$ cat src/rtl/fetch_pkg.sv
// Shared definitions for the 16-bit instruction path.
//   fetch_state_e : fetch sequencer states, also visible to the decoder side
//   INSTR_W       : assembled instruction width
//   BYTE_W        : program RAM data width
package fetch_pkg;
   localparam int INSTR_W = 16;
   localparam int BYTE_W  = 8;

   typedef enum logic [2:0] {
      IDLE,
      FETCH_HI,
      FETCH_LO,
      CAPTURE,
      HOLD
   } fetch_state_e;
endpackage

$ cat src/rtl/instr_fetch_if.sv
// Bus bundle between the fetch unit, the program RAM, the decoder and the
// execute-stage redirect source.
//   mem_rd_en / mem_addr / mem_rd_data : byte-wide RAM read port, 1-cycle latency
//   instr / instr_pc / instr_valid / instr_ready : instruction handshake to decoder
//   redirect_valid / redirect_pc : PC override from execute stage
// master = fetch unit, slave = the surrounding RAM/decoder/execute side.
interface instr_fetch_if #(
   parameter int ADDR_W = 12
);
   import fetch_pkg::*;

   logic                 mem_rd_en;
   logic [ADDR_W-1:0]    mem_addr;
   logic [BYTE_W-1:0]    mem_rd_data;
   logic [INSTR_W-1:0]   instr;
   logic [ADDR_W-1:0]    instr_pc;
   logic                 instr_valid;
   logic                 instr_ready;
   logic                 redirect_valid;
   logic [ADDR_W-1:0]    redirect_pc;

   modport master (
      output mem_rd_en, mem_addr, instr, instr_pc, instr_valid,
      input  mem_rd_data, instr_ready, redirect_valid, redirect_pc
   );

   modport slave (
      input  mem_rd_en, mem_addr, instr, instr_pc, instr_valid,
      output mem_rd_data, instr_ready, redirect_valid, redirect_pc
   );
endinterface

$ cat src/rtl/instr_fetch.sv
// Instruction fetch unit: reads two big-endian bytes from a synchronous
// program RAM, assembles them into one 16-bit instruction and offers it to
// the decoder over a valid/ready handshake. Owns the program counter.
//   clk  : rising-edge clock
//   rst  : synchronous active-high reset
//   run  : 1 = keep fetching; 0 = stop after the current instruction is handed off
//   bus  : instr_fetch_if master (RAM read port, decoder handshake, redirect)
module instr_fetch
   import fetch_pkg::*;
#(
   parameter int                ADDR_W   = 12,
   parameter logic [ADDR_W-1:0] RESET_PC = ADDR_W'('h200)
) (
   input  logic           clk,
   input  logic           rst,
   input  logic           run,
   instr_fetch_if.master  bus
);

   fetch_state_e         state_q, state_d;
   logic [ADDR_W-1:0]    pc_q, pc_d;
   logic [BYTE_W-1:0]    hi_q, hi_d;
   logic [INSTR_W-1:0]   instr_q, instr_d;
   logic [ADDR_W-1:0]    instr_pc_q, instr_pc_d;
   logic                 instr_valid_q, instr_valid_d;

   always_ff @(posedge clk) begin
      if (rst) begin
         state_q       <= IDLE;
         pc_q          <= RESET_PC;
         hi_q          <= '0;
         instr_q       <= '0;
         instr_pc_q    <= RESET_PC;
         instr_valid_q <= 1'b0;
      end else begin
         state_q       <= state_d;
         pc_q          <= pc_d;
         hi_q          <= hi_d;
         instr_q       <= instr_d;
         instr_pc_q    <= instr_pc_d;
         instr_valid_q <= instr_valid_d;
      end
   end

   always_comb begin
      state_d       = state_q;
      pc_d          = pc_q;
      hi_d          = hi_q;
      instr_d       = instr_q;
      instr_pc_d    = instr_pc_q;
      instr_valid_d = instr_valid_q;

      unique case (state_q)
         IDLE: begin
            if (run) state_d = FETCH_HI;
         end
         FETCH_HI: begin
            state_d = FETCH_LO;
         end
         FETCH_LO: begin
            // RAM data returning now belongs to the FETCH_HI read at pc
            hi_d    = bus.mem_rd_data;
            state_d = CAPTURE;
         end
         CAPTURE: begin
            instr_d       = {hi_q, bus.mem_rd_data};
            instr_pc_d    = pc_q;
            pc_d          = pc_q + ADDR_W'(2);
            instr_valid_d = 1'b1;
            state_d       = HOLD;
         end
         HOLD: begin
            if (instr_valid_q && bus.instr_ready) begin
               instr_valid_d = 1'b0;
               state_d       = run ? FETCH_HI : IDLE;
            end
         end
         default: begin
            state_d = IDLE;
         end
      endcase

      // Redirect overrides the sequencer: a coincident handshake still
      // completes (valid drops either way), a held or half-fetched
      // instruction is simply abandoned.
      if (bus.redirect_valid) begin
         pc_d          = bus.redirect_pc;
         hi_d          = hi_q;
         instr_d       = instr_q;
         instr_pc_d    = instr_pc_q;
         instr_valid_d = 1'b0;
         state_d       = run ? FETCH_HI : IDLE;
      end
   end

   assign bus.mem_rd_en   = (state_q == FETCH_HI) || (state_q == FETCH_LO);
   assign bus.mem_addr    = (state_q == FETCH_LO) ? pc_q + ADDR_W'(1) : pc_q;
   assign bus.instr       = instr_q;
   assign bus.instr_pc    = instr_pc_q;
   assign bus.instr_valid = instr_valid_q;

endmodule

$ cat src/flat_wrapper.sv
// flat-port wrapper written by rule: the top's interface ports become plain ports
module instr_fetch_flat import fetch_pkg::*;
#(
   parameter int                ADDR_W   = 12,
   parameter logic [ADDR_W-1:0] RESET_PC = ADDR_W'('h200)
)
  (clk, rst, run, bus_mem_rd_en, bus_mem_addr, bus_instr, bus_instr_pc, bus_instr_valid, bus_mem_rd_data, bus_instr_ready, bus_redirect_valid, bus_redirect_pc);
  instr_fetch_if #(.ADDR_W(ADDR_W)) bus_i ();
  input  logic clk;
  input  logic rst;
  input  logic run;
  output wire logic [$bits(bus_i.mem_rd_en)-1:0] bus_mem_rd_en;
  output wire logic [$bits(bus_i.mem_addr)-1:0] bus_mem_addr;
  output wire logic [$bits(bus_i.instr)-1:0] bus_instr;
  output wire logic [$bits(bus_i.instr_pc)-1:0] bus_instr_pc;
  output wire logic [$bits(bus_i.instr_valid)-1:0] bus_instr_valid;
  input wire logic [$bits(bus_i.mem_rd_data)-1:0] bus_mem_rd_data;
  input wire logic [$bits(bus_i.instr_ready)-1:0] bus_instr_ready;
  input wire logic [$bits(bus_i.redirect_valid)-1:0] bus_redirect_valid;
  input wire logic [$bits(bus_i.redirect_pc)-1:0] bus_redirect_pc;
  assign bus_mem_rd_en = bus_i.mem_rd_en;
  assign bus_mem_addr = bus_i.mem_addr;
  assign bus_instr = bus_i.instr;
  assign bus_instr_pc = bus_i.instr_pc;
  assign bus_instr_valid = bus_i.instr_valid;
  assign bus_i.mem_rd_data = bus_mem_rd_data;
  assign bus_i.instr_ready = bus_instr_ready;
  assign bus_i.redirect_valid = bus_redirect_valid;
  assign bus_i.redirect_pc = bus_redirect_pc;
  instr_fetch #(.ADDR_W(ADDR_W), .RESET_PC(RESET_PC)) u_core (.clk(clk), .rst(rst), .run(run), .bus(bus_i));
endmodule
$ cat config.mk
export PLATFORM = sky130hd
export DESIGN_NAME = instr_fetch_flat
export DESIGN_NICKNAME = d
export VERILOG_FILES = /design/src/rtl/fetch_pkg.sv /design/src/rtl/instr_fetch_if.sv /design/src/rtl/instr_fetch.sv /design/src/flat_wrapper.sv
export SDC_FILE = /design/constraint.sdc
export NUM_CORES = 1
export LEC_CHECK = 0
export ABC_AREA = 1
export CAP_MARGIN = 15
export CORE_UTILIZATION = 43
export CTS_CLUSTER_DIAMETER = 200
export DETAILED_ROUTE_END_ITERATION = 10
export PLACE_DENSITY = 0.76
export SETUP_SLACK_MARGIN = 0.5
export SYNTH_ARGS = -nofsm -noshare
export SYNTH_HDL_FRONTEND = slang
export SYNTH_SLANG_ARGS = --single-unit
export TNS_END_PERCENT = 100
$ cat constraint.sdc
create_clock -name clk -period 1.24 [get_ports clk]
set_input_delay 0.124 -clock clk [delete_from_list [all_inputs] [get_ports clk]]
set_output_delay 0.124 -clock clk [all_outputs]
set_load 0.03 [all_outputs]
==> reports/qor.log, run 1 <==
[synth] dominant combinational cell family by area after synthesis simple AND/OR/NAND/NOR gates
[clock_network] clock tree sinks 52
[sta] classification of the worst endpoint top-level output
[synth] Top FF cell, synth sky130_fd_sc_hd__dfxtp_1
[synth] cell with the most instances after synthesis sky130_fd_sc_hd__nand2_1
[placement] total of buffers placed on input and output ports 66
[sta] last worst endpoint in the global-route repair_timing bus_mem_addr[8]
[run_status] last step reached 5_1_grt
[synth] top cell types by occurrence after synthesis 55 x sky130_fd_sc_hd__nand2_1, 52 x sky130_fd_sc_hd__dfxtp_1, 41 x sky130_fd_sc_hd__o21ai_0
[synth] Post-synth EDFFs 0
[synth] portion of the post-synthesis area used by sequential elements 43.1%
[floorplan] effective utilization at floorplan 45.8%
[placement] number of instances in the placed design 486
[floorplan] height of the die 77.0 um
[synth] proportion of register bits with asynchronous set or reset after synthesis 0%
[synth] cell types occupying the most area after synthesis sky130_fd_sc_hd__dfxtp_1 43%, sky130_fd_sc_hd__nand2_1 8.5%, sky130_fd_sc_hd__o21ai_0 8.5%, sky130_fd_sc_hd__nor2_1 6.2%, sky130_fd_sc_hd__a21oi_1 6.0%
[clock_network] clock root buffer sky130_fd_sc_hd__clkbuf_8
[grt] GR Overflow Total 380
[clock_network] hold buffer count at cts 0
[synth] Synth top area share 43.1%
[run_status] first error message [ERROR GRT-0232] Routing congestion too high. Check the congestion heatmap in the GUI.
[run_status] run status aborted with a tool error
[floorplan] die width 77.0 um
[placement] Final Wtd Congestion 0.866
[placement] hpwl dp 4720 um
[synth] number of synthesized register bits 52
[synth] cell area after synthesis 2420 um2
[synth] cell taking the most area after synthesis sky130_fd_sc_hd__dfxtp_1
[grt] maximum number of pins on one net before global-route repair 20
[clock_network] TritonCTS Buffers 5
[floorplan] cell row count 26
[synth] average cell area after synthesis 7.57 um2
[floorplan] number of primary I/O pins 67
[synth] multiplexer fraction of the synthesized cell area 0.466%
[synth] fraction of the mapped netlist area in compound gates 19.5%
[synth] fraction of synthesized cell area in xor and xnor cells 2.54%
[clock_network] H-tree levels 2
[synth] Post-Synth Simple-Gate Area 23.9%
[synth] Cells after Synth 319
[synth] Synth warnings 0
[synth] net count of the mapped netlist 346
[clock_network] CTS Buffer Depth 2
[synth] unique cell type count in the Yosys netlist 33
[grt] overall global routing resource usage 95.3%
[synth] synthesized-area fraction occupied by adder cells 1.04%
[cells by family after synthesis]
family          count (synthesis)
flops                          52
xor+xnor                        7
simple gates                  126
fa+ha+maj                       2
buf+inv                        45
compound gates                 86
mux                             1
[metrics by stage]
step | instance area [um2] | hold WS [ns] | TNS [ns] | utilization, % | setup WS [ns]
CTS | 4570 | 0.323 | -14.44 | 86.8 | -0.552
global placement | 3540 | 0.437 | -8.75 | 67.2 | -0.457
floorplan | 2580 | 0.259 | -0.353 | - | -0.0791
detailed placement | 3540 | 0.443 | -11.08 | 67.2 | -0.482
[what timing repair did]
item / CTS
gates cloned: 7
pin swaps: 31
setup buffers: 28
resized for setup: 409
setup endpoints to repair: 94
[layer usage]
layer | track usage [%] | overflow
met1 | 88.7 | 0
met2 | 123 | 293
met3 | 72.1 | 0
met4 | 105 | 85
met5 | 27.3 | 2
==> run 2, diff against run 1 <==
--- a/config.mk
+++ b/config.mk
@@ -7,11 +7,9 @@
 export LEC_CHECK = 0
 export ABC_AREA = 1
 export CAP_MARGIN = 15
-export CORE_UTILIZATION = 43
-export CTS_CLUSTER_DIAMETER = 200
+export CORE_UTILIZATION = 35
 export DETAILED_ROUTE_END_ITERATION = 10
-export PLACE_DENSITY = 0.76
-export SETUP_SLACK_MARGIN = 0.5
+export PLACE_DENSITY_LB_ADDON = 0.15
 export SYNTH_ARGS = -nofsm -noshare
 export SYNTH_HDL_FRONTEND = slang
 export SYNTH_SLANG_ARGS = --single-unit
==> constraint.sdc (replaced) <==
create_clock -name clk -period 1.6 [get_ports clk]
set_input_delay 0.16 -clock clk [delete_from_list [all_inputs] [get_ports clk]]
set_output_delay 0.16 -clock clk [all_outputs]
set_load 0.03 [all_outputs]
==> run 2 against run 1 <==
Net effect:
- the flow now finishes, with violations (setup timing)
- synthesized cell count unchanged
- synthesized area is the same
==> reports/qor.log, run 2 <==
[power] net load switching power 0.000724 W
[detailed_routing] post-detailed-route count of antenna-violating nets 0
[run_status] run status finished with violations
[placement] Final Wtd Congestion 0.804
[setup_path] family with the most delay on the worst path flip-flops
[setup_path] maximum single-stage delay on the critical path 0.37 ns
[clock_network] TritonCTS clock tree yes
[detailed_routing] Total Routed Length 6300 um
[detailed_routing] number of remaining DRC errors 0
[setup_path] slowest CP cell sky130_fd_sc_hd__dfxtp_4
[floorplan] height of the die 85.1 um
[synth] Synth warnings 0
[clock_network] TritonCTS Buffers 5
[power] VDD IR-drop max 0.348 mV
[detailed_routing] DR pass1 iterations 4
[clock_network] H-tree levels 2
[run_status] failing checks setup timing
[sta] setup slack of the critical path after layout -0.116 ns
[sta] final setup vio count 9
[synth] proportion of register bits with asynchronous set or reset after synthesis 0%
[floorplan] effective utilization at floorplan 37.2%
[synth] Post-synth EDFFs 0
[final_layout] most frequent cells in the layout 53 x sky130_fd_sc_hd__clkdlybuf4s50_1, 51 x sky130_fd_sc_hd__nand2_1, 41 x sky130_fd_sc_hd__dfxtp_1
[setup_path] highest net fanout along the worst path 4
[grt] GR Overflow Total 0
[sta] unrepaired setup endpoints after global routing true
[power] fraction of power consumed by sequential logic 53.2%
[clock_network] clock root buffer sky130_fd_sc_hd__clkbuf_8
[final_layout] final std cell area, no fill 3500 um2
[detailed_routing] total number of vias 2296
[synth] average cell area after synthesis 7.57 um2
[power] switching fraction of total power 28.2%
[floorplan] cell row count 29
[synth] unique cell type count in the Yosys netlist 33
[sta] fmax 0.583 GHz
[final_layout] max FFs per register 16
[grt] number of global-route vias before repair 2094
[detailed_routing] average wire per standard cell 13.2 um
[clock_network] clock-pin transition on the worst setup and hold timing paths 0.10 ns
[synth] portion of the post-synthesis area used by sequential elements 43.1%
[power] leakage dissipation 1.45 nW
[synth] cell area after synthesis 2420 um2
[setup_path] critical path buffer and inverter count 2
[power] clock network fraction of total power 29.4%
[grt] antenna violations before repair 0
[synth] Cells after Synth 319
[setup_path] worst path required time 1.44 ns
[sta] slew at the pin closest to its max-slew limit 0.337 ns
[floorplan] number of primary I/O pins 67
[grt] first-pass GRT wire length 10000 um
[synth] Top FF cell, synth sky130_fd_sc_hd__dfxtp_1
[clock_network] clock tree sinks 52
[sta] clk_skew 0.00462 ns
[power] pwr dens 734 nW/um2
[clock_network] Skew-Pair Late Insertion Delay 0.30 ns
[clock_network] hold buffer count at cts 0
[placement] hpwl dp 4540 um
[synth] net count of the mapped netlist 346
[floorplan] die width 85.1 um
[final_layout] Layout Nets 428
[grt] overall global routing resource usage 17.4%
[placement] total of buffers placed on input and output ports 66
[setup_path] critical path capture point type output port
[clock_network] CTS Buffer Depth 2
[job] max-cap violations 0
[sta] final critical-path share of the clock period 107%
[final_layout] commonest non-fill, non-tap cell in the layout sky130_fd_sc_hd__clkdlybuf4s50_1
[synth] cell taking the most area after synthesis sky130_fd_sc_hd__dfxtp_1
[setup_path] kind of launch point of the worst setup path flop
[floorplan] floorplan core area 6490 um2
[floorplan] Die Footprint 7240 um2
[final_layout] area growth from synthesis to layout 44.9%
[grt] maximum number of pins on one net before global-route repair 38
[synth] Synth top area share 43.1%
[synth] cell types occupying the most area after synthesis sky130_fd_sc_hd__dfxtp_1 43%, sky130_fd_sc_hd__nand2_1 8.5%, sky130_fd_sc_hd__o21ai_0 8.5%, sky130_fd_sc_hd__nor2_1 6.2%, sky130_fd_sc_hd__a21oi_1 6.0%
[sta] Worst slew margin 77.4%
[power] portion of total power attributed to combinational logic 17.4%
[detailed_routing] detail-routed via count per cell 4.79
[final_layout] diode count 0
[sta] number of failing hold endpoints at the final stage 0
[synth] number of synthesized register bits 52
[setup_path] Crit Path Category flop to output port
[synth] top cell types by occurrence after synthesis 55 x sky130_fd_sc_hd__nand2_1, 52 x sky130_fd_sc_hd__dfxtp_1, 41 x sky130_fd_sc_hd__o21ai_0
[setup_path] CP arrival 1.56 ns
[synth] cell with the most instances after synthesis sky130_fd_sc_hd__nand2_1
[sta] shortest clock period the worst path allows after layout 1.72 ns
[detailed_routing] DRC marker count from the first detailed-route iteration 95
[placement] Cell Area, Placed 3150 um2
[power] Internal Dissipation 0.00184 W
[setup_path] critical-path cell list ha_4, buf_4, xor2_1, mux2_4, buf_6
[sta] Final Max Tran Viols 0
[min_path] Hold WC Path Type input pin to flop
[final_layout] fraction of layout cells with a size suffix above 1 24.1%
[power] PnR Total Power 0.00257 W
## run 2: cell counts after synthesis
Identical to the previous run, type by type.
## run 2: cells by family after synthesis
family,Yosys count,share of synthesized area [%]
fa+ha+maj,2,1.04
compound gates,86,19.5
simple gates,126,23.9
mux,1,0.466
flops,52,43.1
xor+xnor,7,2.54
buf+inv,45,9.48
## run 2: cell type report
type,count,area (um2)
Sequential cell,52,1060
Fill cell,631,2990
Clock buffer,6,72.6
Tap cell,77,96.3
Clock inverter,2,16.3
Inverter,30,116
Multi-Input combinational cell,222,1260
Timing Repair Buffer,90,871
## run 2: path summary, 6_finish.rpt
kind	start	end	slack (ns)	cells past startpoint
max	u_core.pc_q[1]$_SDFFE_PP0P_	bus_mem_addr[3]	-0.12	5
min	bus_redirect_pc[4]	u_core.pc_q[4]$_SDFFE_PP0P_	0.43	3
max reg2reg	u_core.state_q[2]$_SDFFE_PP0P_	u_core.pc_q[7]$_SDFFE_PP0P_	0.26	7
min reg2reg	u_core.hi_q[5]$_SDFFE_PP0P_	u_core.bus.instr[13]$_SDFFE_PP0P_	0.46	2
## run 2: repair_timing
| action | 4_1_cts | 5_1_grt |
|---|---|---|
| endpoints found under the setup margin | 11 | 12 |
| buffers inserted | 7 | 4 |
| resized for setup | 38 | 21 |
| pin swaps | 8 | 5 |
## run 2: power by group through the flow
stage / logic, W / registers, W / clock network, W
2_1_floorplan: 0.000214 / 0.00140 / 0
3_3_place_gp: 0.000404 / 0.00139 / 0
3_5_place_dp: 0.000404 / 0.00139 / 0
4_1_cts: 0.000430 / 0.00137 / 0.000783
5_1_grt: 0.000482 / 0.00137 / 0.000833
6_report: 0.000446 / 0.00137 / 0.000755
## run 2: worst register-to-register path: cells and delay by family, from the launching register on
family | cells | cell delay, ns
buffers and inverters | 3 | 0.43
AOI/OAI and AO/OA | 1 | 0.13
DFF | 1 | 0.36
and+or+nand+nor | 3 | 0.34
## run 2: through the flow
stage	hold WS [ns]	util, %	setup slack, ns	TNS, ns	std cells
6_report	0.429	53.9	-0.116	-0.474	479
4_1_cts	0.416	52.4	-0.121	-0.733	475
3_5_place_dp	0.446	48.5	0.0481	0	460
3_3_place_gp	0.439	48.5	0.0407	0	460
2_1_floorplan	0.295	-	0.0188	0	319
5_1_grt	0.447	53.9	-0.188	-1.23	479
## run 2: per-layer routing
metal / GRT usage [%] / wire (um)
met5: 0 / 0
met4: 5.55 / 41
met3: 3.02 / 251
met2: 26.9 / 2920
met1: 24.7 / 3090
Power figures use the tool's default switching activity.
